--- src/rtl/clk_ratio_meter.sv ---
// Measures period and high time of a slow clock/strobe in sys_clk cycles,
// with equal-period lock detection and a sticky stopped-input timeout.
module clk_ratio_meter #(
    parameter int                CNT_W      = 16,
    parameter logic [CNT_W-1:0]  MAX_PERIOD = 16'd50000,
    parameter int                LOCK_CNT   = 4
) (
    input  logic             sys_clk,
    input  logic             sys_rst_n,
    input  logic             clk_in,
    output logic [CNT_W-1:0] period,
    output logic [CNT_W-1:0] high_time,
    output logic             meas_valid,
    output logic             locked,
    output logic             timeout
);

    localparam logic [0:0] IDLE = 1'b0;
    localparam logic [0:0] MEAS = 1'b1;

    localparam logic [3:0]       LOCK_N = 4'(LOCK_CNT);
    localparam logic [CNT_W-1:0] ONE    = CNT_W'(1);

    logic             s1, s2, s3;
    logic             rise, fall;
    logic [0:0]       state;
    logic [CNT_W-1:0] cnt;
    logic [CNT_W-1:0] hlatch;
    logic [3:0]       match;
    logic [3:0]       match_nxt;
    logic             have_prev;
    logic             same;

    assign rise = s2 & ~s3;
    assign fall = ~s2 & s3;
    assign same = have_prev && (cnt == period);

    always_comb begin
        match_nxt = match;
        if (match != LOCK_N)
            match_nxt = match + 4'd1;
    end

    always_ff @(posedge sys_clk or negedge sys_rst_n) begin
        if (!sys_rst_n) begin
            s1         <= 1'b0;
            s2         <= 1'b0;
            s3         <= 1'b0;
            state      <= IDLE;
            cnt        <= '0;
            hlatch     <= '0;
            match      <= '0;
            have_prev  <= 1'b0;
            period     <= '0;
            high_time  <= '0;
            meas_valid <= 1'b0;
            locked     <= 1'b0;
            timeout    <= 1'b0;
        end else begin
            s1         <= clk_in;
            s2         <= s1;
            s3         <= s2;
            meas_valid <= 1'b0;

            // Saturation at MAX_PERIOD guarantees a timeout before any wrap
            if (rise)
                cnt <= ONE;
            else if (cnt != MAX_PERIOD)
                cnt <= cnt + ONE;

            if (fall)
                hlatch <= cnt;

            unique case (state)
                IDLE: begin
                    if (rise) begin
                        state     <= MEAS;
                        timeout   <= 1'b0;
                        have_prev <= 1'b0;
                        match     <= '0;
                        locked    <= 1'b0;
                    end
                end
                MEAS: begin
                    if (rise) begin
                        period     <= cnt;
                        high_time  <= hlatch;
                        meas_valid <= 1'b1;
                        have_prev  <= 1'b1;
                        if (same) begin
                            match  <= match_nxt;
                            locked <= (match_nxt == LOCK_N);
                        end else begin
                            match  <= '0;
                            locked <= 1'b0;
                        end
                    end else if (cnt == MAX_PERIOD) begin
                        timeout <= 1'b1;
                        locked  <= 1'b0;
                        match   <= '0;
                        state   <= IDLE;
                    end
                end
                default: state <= IDLE;
            endcase
        end
    end

endmodule

--- config.mk ---
export PLATFORM = sky130hd
export DESIGN_NAME = clk_ratio_meter
export DESIGN_NICKNAME = d
export VERILOG_FILES = /design/src/rtl/clk_ratio_meter.sv
export SDC_FILE = /design/constraint.sdc
export NUM_CORES = 1
export LEC_CHECK = 0
export BUFFER_PORTS_ARGS = -buffer_cell sky130_fd_sc_hd__buf_4
export CAP_MARGIN = 20
export CORE_UTILIZATION = 62
export CTS_CLUSTER_SIZE = 10
export DETAILED_ROUTE_END_ITERATION = 16
export HOLD_SLACK_MARGIN = 0.12
export PLACE_DENSITY = 0.95
export REMOVE_ABC_BUFFERS = 1
export SLEW_MARGIN = 25
export SYNTH_ARGS = -nofsm -noshare
export SYNTH_HDL_FRONTEND = slang
export SYNTH_SLANG_ARGS = --single-unit
--- constraint.sdc ---
create_clock -name sys_clk -period 2.5 [get_ports sys_clk]
set_input_delay 0.25 -clock sys_clk [delete_from_list [all_inputs] [get_ports sys_clk]]
set_output_delay 0.25 -clock sys_clk [all_outputs]
set_load 0.05 [all_outputs]
== Yosys cells after proc, flatten, opt, wreduce, memory -nomap -nowiden ==
Cells that the tools add are included.
W data, S select, Z words.
Storage, ports and cells
  output and inout port bits: 35
  bits of input ports: 3
  register bits after elaboration: 76
Cells by class
  $add $sub $neg: 2
  mux-type cells: 23
  equal/unequal tests: 10
  reductions and logical operators: 6
  bitwise operators: 5
Operators by type and width (number)
  $mux W16: 2
  $mux W4: 5
  $add A16 B1 Y16 const B: 1
  $eq A16 B16 Y1: 1
  $eq A16 B16 Y1 const B: 1
  $ne A16 B16 Y1 const B: 1
  $mux W1: 11
  $pmux W1 S2: 4
  $pmux W4 S2: 1
  $ne A2 B2 Y1 const B: 3
  $reduce_and A2 Y1: 3
  $add A4 B1 Y4 const B: 1
  $eq A4 B3 Y1 const B: 1
  $ne A4 B3 Y1 const B: 1
  $ne A3 B2 Y1 const B: 1
  $not A1 Y1: 3
  $reduce_and A3 Y1: 1
  $and A1 B1 Y1: 2
  $ne A2 B1 Y1 const B: 1
  $reduce_bool A2 Y1: 1
  $logic_and A1 B1 Y1: 1

== Depth between registers and ports, before layout ==
  depth after elaboration: 6
  gate-level depth with buffers: 7
  mapped depth without buffers: 7

== Worst setup path after synthesis ==
Ideal clock, no wire load.
  path type: reg-to-reg
  start point: register period[12]
  end point: register match[2]
  required time: 2434 ps
  arrival time: 1639 ps
  cell stages (with the launch flop): 6
  setup time: 66 ps
  period minus slack after synthesis: 1705 ps
  path buffers: 0
  setup slack: 795 ps
  path through: dfrtp_1 xor2_1 nor4_1 nand3_2 nor4b_2 a221o_1
Between the ends
  word-level cells in the longest chain between the ends: 5
Ends and longest elaborated chain
  start, declared: RTL line 11  | output logic [CNT_W-1:0] period,
  start signal, assigned: RTL line 86  | period <= cnt;
  $eq A16 B16 Y1: RTL line 36  | assign same = have_prev && (cnt == period);
  $logic_and A1 B1 Y1: RTL line 36
  $mux W4: RTL line 90  | if (same) begin
  $mux W4: RTL line 85  | if (rise) begin
  $pmux W4 S2: RTL line 74  | unique case (state)
  end signal, assigned: RTL line 91  | match <= match_nxt;
  end, declared: RTL line 29  | logic [3:0] match;
No other way between the ends.
A chain may end at the register's enable or synchronous reset.

== Final worst setup path ==
  start point: register cnt[7]
  end point: register locked
Between the ends
  word-level cells in the longest chain between the ends: 5
Ends and longest elaborated chain
  start, declared: RTL line 27  | logic [CNT_W-1:0] cnt;
  start signal, assigned: RTL line 69  | cnt <= cnt + ONE;
  $eq A16 B16 Y1: RTL line 36
  $logic_and A1 B1 Y1: RTL line 36
  $mux W1: RTL line 90
  $mux W1: RTL line 85
  $pmux W1 S2: RTL line 74
  end signal, assigned: RTL line 92  | locked <= (match_nxt == LOCK_N);
  end, declared: RTL line 14  | output logic locked,
Several ways; a longest one is shown, not always the timed one.

==> parameters.txt <==
Parameter                              Value

GRT
  Global-route wire length before repair ... roughly 11,000 um
  Initial antenna violation count ... 0
  Total global-route track usage ... between 20% and 30%
  Pin count of the biggest net entering global routing ... 77
  Number of global-route vias before repair ... between 2,000 and 2,500
  Grt total ovfl ... 0

Floorplan
  Height of the die ... 75.9 um
  Starting Density ... approximately 66%
  I/O pin count ... 38
  Std cell rows ... 26
  Die width ... 75.9 um
  Overall die area ... between 0.005 and 0.006 mm2
  Core area ... 0.00517 mm2

Synth
  Mean instance size in the synthesized netlist ... 12.3 um2
  Async set-or-reset flop fraction in the synthesized netlist ... 100%
  Predominant post-synthesis flop cell ... sky130_fd_sc_hd__dfrtp_1
  Synthesized area ... approximately 0.0034 mm2
  Number of synthesis warnings ... 0
  Synth cell types ... 41
  Flops & latches, synth ... 76
  Share of synthesized area occupied by flip-flops and latches ... 56.1%
  Instance count of the mapped netlist ... roughly 280
  Count of flip-flops with a built-in enable after synthesis ... 0

STA
  Setup violations, final ... 0
  Final sum of negative setup slack ... 0 ns
  Number of hold violations in the final report ... 0
  Part of the cycle the worst path needs ... between 70% and 80%
  Max-slew violation count ... 0
  Slew at the pin closest to its max-slew limit ... between 0.5 and 0.6 ns
  Worst slew slack as a fraction of its limit ... about two thirds
  Peak clock frequency supported by timing ... around 550 MHz
  RSZ-0062 raised after global routing ... false
  Worst setup margin ... between 0.6 and 0.7 ns
  Min Clock Period, post-route ... around 1.8 ns
  Post-route clock skew ... roughly 0.0047 ns

Layout
  Inserted Diodes ... 0
  Post-synthesis to final-layout area growth ... 14.1%
  End-of-flow core utilization ... between 70% and 80%
  Ratio of cells with drive above 1 in the final layout ... between 30 and 40%
  Number of nets at the end of the flow ... between 300 and 400

CTS
  TritonCTS sink count ... 76
  Post CTS Setup Buffer Count ... 0
  CTS-repair resized insts ... 0
  Number of buffers created by CTS ... 9
  Clock transition at the registers of the reported paths ... about 0.07 ns
  CTS tree ... done
  Source-to-sink clock delay at the later pin of the worst-skew pair ... roughly 0.33 ns
  Clk buf depth ... 2
  Clock Root Buffer ... sky130_fd_sc_hd__clkbuf_8
  H-tree depth reported by CTS ... 3

Placement
  Setup slack after placement ... 0.735 ns
  HPWL Detailed ... between 4000 and 5000 um
  Gpl congestion ... ~0.76
  Buffers added on ports ... 37

Critical path
  Cell with the largest stage delay on the worst path ... sky130_fd_sc_hd__dfrtp_1
  Reg2reg setup slack ... 0.67 ns
  Delay-heaviest family, CP ... simple AND/OR/NAND/NOR gates
  Critical Path Start Type ... flip-flop
  Critical path endpoint category ... flip-flop
  Critical-path cell list ... xor2_1 -> nor4_2 -> nand3_2 -> nor2_2 -> a32o_1
  Critical Path Source ... cnt[7]$_DFFE_PN0P_
  Critical path buffers and inverters ... 0
  Endpoint arrival time on the critical path ... between 2 and 2.5 ns
  Peak fanout along the critical path ... 8
  Worst R2R Start ... cnt[7]$_DFFE_PN0P_
  Worst path max stage delay ... roughly 0.50 ns
  Type of the worst setup path ... flip-flop to flip-flop
  RR Endpoint ... locked$_DFFE_PN0P_
  Required time of the worst setup path ... 2.77 ns
  Register-to-Register Path Depth ... 5

Power and ir drop
  Power density over cell area ... 731 mW/mm2
  Worst VDD drop ... 0.575 mV
  Leakage power summed over all cells ... about 2 nW

Routing
  Number of search-and-repair iterations in the first detailed-routing pass ... 4
  Residual DRC ... 0
  Number of design-rule violations left by the first detailed-router iteration ... 170
  Average wire length per cell after detail routing ... roughly 17 um
  Final ANT Viol Nets ... 0
  Post-Route WL ... 6660 um
  DR vias ... 2,180
  Via-to-Cell Ratio ... roughly 5.7

Run status
  Run status ... complete, no violations

Worst hold path
  Worst hold path type ... input pin to asynchronous set/reset pin

Run
  Max-cap viol count ... 0
-- area by class of cell --
class / instances / area [um2]
tap: 70 / 87.6
timing repair buffer: 42 / 340
clock buffer: 10 / 128
sequential: 76 / 1900
clock inverter: 1 / 5.00
fill: 318 / 1300
inverter: 12 / 45.0
multi-input combinational: 172 / 1360
-- registers in the layout, indices dropped and copies added (netlist names) --
signal,cells
state,1
high_time,16
meas_valid,1
s1,1
timeout,1
match,4
have_prev,1
period,16
s2,1
locked,1
s3,1
hlatch,16
cnt,16
-- cell usage after synthesis (2+ instances only) --
master	number	area, um2
sky130_fd_sc_hd__a21oi_1	5	25.0
sky130_fd_sc_hd__a221o_1	2	20.0
sky130_fd_sc_hd__a22o_1	2	17.5
sky130_fd_sc_hd__and4bb_1	2	25.0
sky130_fd_sc_hd__buf_1	2	7.51
sky130_fd_sc_hd__buf_2	5	25.0
sky130_fd_sc_hd__buf_6	2	22.5
sky130_fd_sc_hd__clkbuf_1	5	18.8
sky130_fd_sc_hd__dfrtp_1	76	1900
sky130_fd_sc_hd__ha_1	4	50.1
sky130_fd_sc_hd__inv_1	12	45.0
sky130_fd_sc_hd__mux2_2	39	439
sky130_fd_sc_hd__nand2_1	16	60.1
sky130_fd_sc_hd__nand2b_1	2	12.5
sky130_fd_sc_hd__nand3_1	6	30.0
sky130_fd_sc_hd__nand3b_1	2	15.0
sky130_fd_sc_hd__nand4_1	3	18.8
sky130_fd_sc_hd__nand4_4	2	42.5
sky130_fd_sc_hd__nor2_1	15	56.3
sky130_fd_sc_hd__nor2_2	3	18.8
sky130_fd_sc_hd__nor3_1	2	10.0
sky130_fd_sc_hd__nor4_1	2	12.5
sky130_fd_sc_hd__nor4_2	2	25.0
sky130_fd_sc_hd__o21ai_0	19	95.1
sky130_fd_sc_hd__or3_1	4	25.0
sky130_fd_sc_hd__xnor2_1	6	52.6
sky130_fd_sc_hd__xor2_1	21	184
-- per-stage QoR --
stage                     std cells  cell area (um2)  hold WS, ns  total power [W]
after detailed placement        369             3690        0.343          0.00212
after global placement          369             3690        0.334          0.00209
after CTS                       382             3840        0.359          0.00283
after floorplan                 260             3310      -0.0456          0.00191
final                           383             3870        0.346          0.00283
after global routing            383             3870        0.363          0.00296
-- power breakdown --
part | internal (W) | switching (W)
Combinational | 0.000237 | 0.000407
Sequential | 0.00135 | 0.000120
Clock | 0.000331 | 0.000384
Total | 0.00191 | 0.000912
-- layout by cell type (no fill, tap or decap), types with 3 or more instances in the layout --
master and n:
sky130_fd_sc_hd__dfrtp_1 76, sky130_fd_sc_hd__mux2_2 39, sky130_fd_sc_hd__buf_4 39, sky130_fd_sc_hd__xor2_1 21, sky130_fd_sc_hd__o21ai_0 19, sky130_fd_sc_hd__nand2_1 16, sky130_fd_sc_hd__nor2_1 15, sky130_fd_sc_hd__inv_1 12
sky130_fd_sc_hd__clkbuf_8 9, sky130_fd_sc_hd__xnor2_1 6, sky130_fd_sc_hd__nand3_1 6, sky130_fd_sc_hd__a21oi_1 5, sky130_fd_sc_hd__or3_1 4, sky130_fd_sc_hd__ha_1 4, sky130_fd_sc_hd__nor2_2 3, sky130_fd_sc_hd__nand4_1 3
-- routing by layer --
layer | part of all wire [%] | up-vias | routed length [um] | global-route usage, %
li1 | - | 1016 | - | -
met1 | 44 | 1092 | 2950 | 31.1
met2 | 49 | 63 | 3270 | 39.5
met3 | 5.0 | 9 | 332 | 5.66
met4 | 1.6 | 0 | 106 | 10.8
met5 | 0 | - | 0 | 0
-- timing repair --
action | CTS | global route
hold buffers | 2 | 0
endpoints found under the setup margin | 0 | 0
hold endpoints to repair | 77 | 0
-- kinds of logic after synthesis --
group                    synth area share, %
AO/OA/AOI/OAI                           5.43
XOR/XNOR                                6.98
adder cells (fa/ha/maj)                 1.48
buffers and inverters                   3.73
flip-flops                              56.1
multiplexers                            13.0
AND/OR/NAND/NOR                         13.3
-- worst max path at each step --
stage	to	depth (start not counted)	slack [ns]
5_1_grt	match[0]$_DFFE_PN0P_	5	0.61
4_1_cts	locked$_DFFE_PN0P_	5	0.70
3_3_place_gp	match[0]$_DFFE_PN0P_	7	0.80
3_5_place_dp	locked$_DFFE_PN0P_	5	0.73
2_1_floorplan	match[2]$_DFFE_PN0P_	5	0.19
6_report	locked$_DFFE_PN0P_	5	0.67
(Power assumes the default switching activity.)
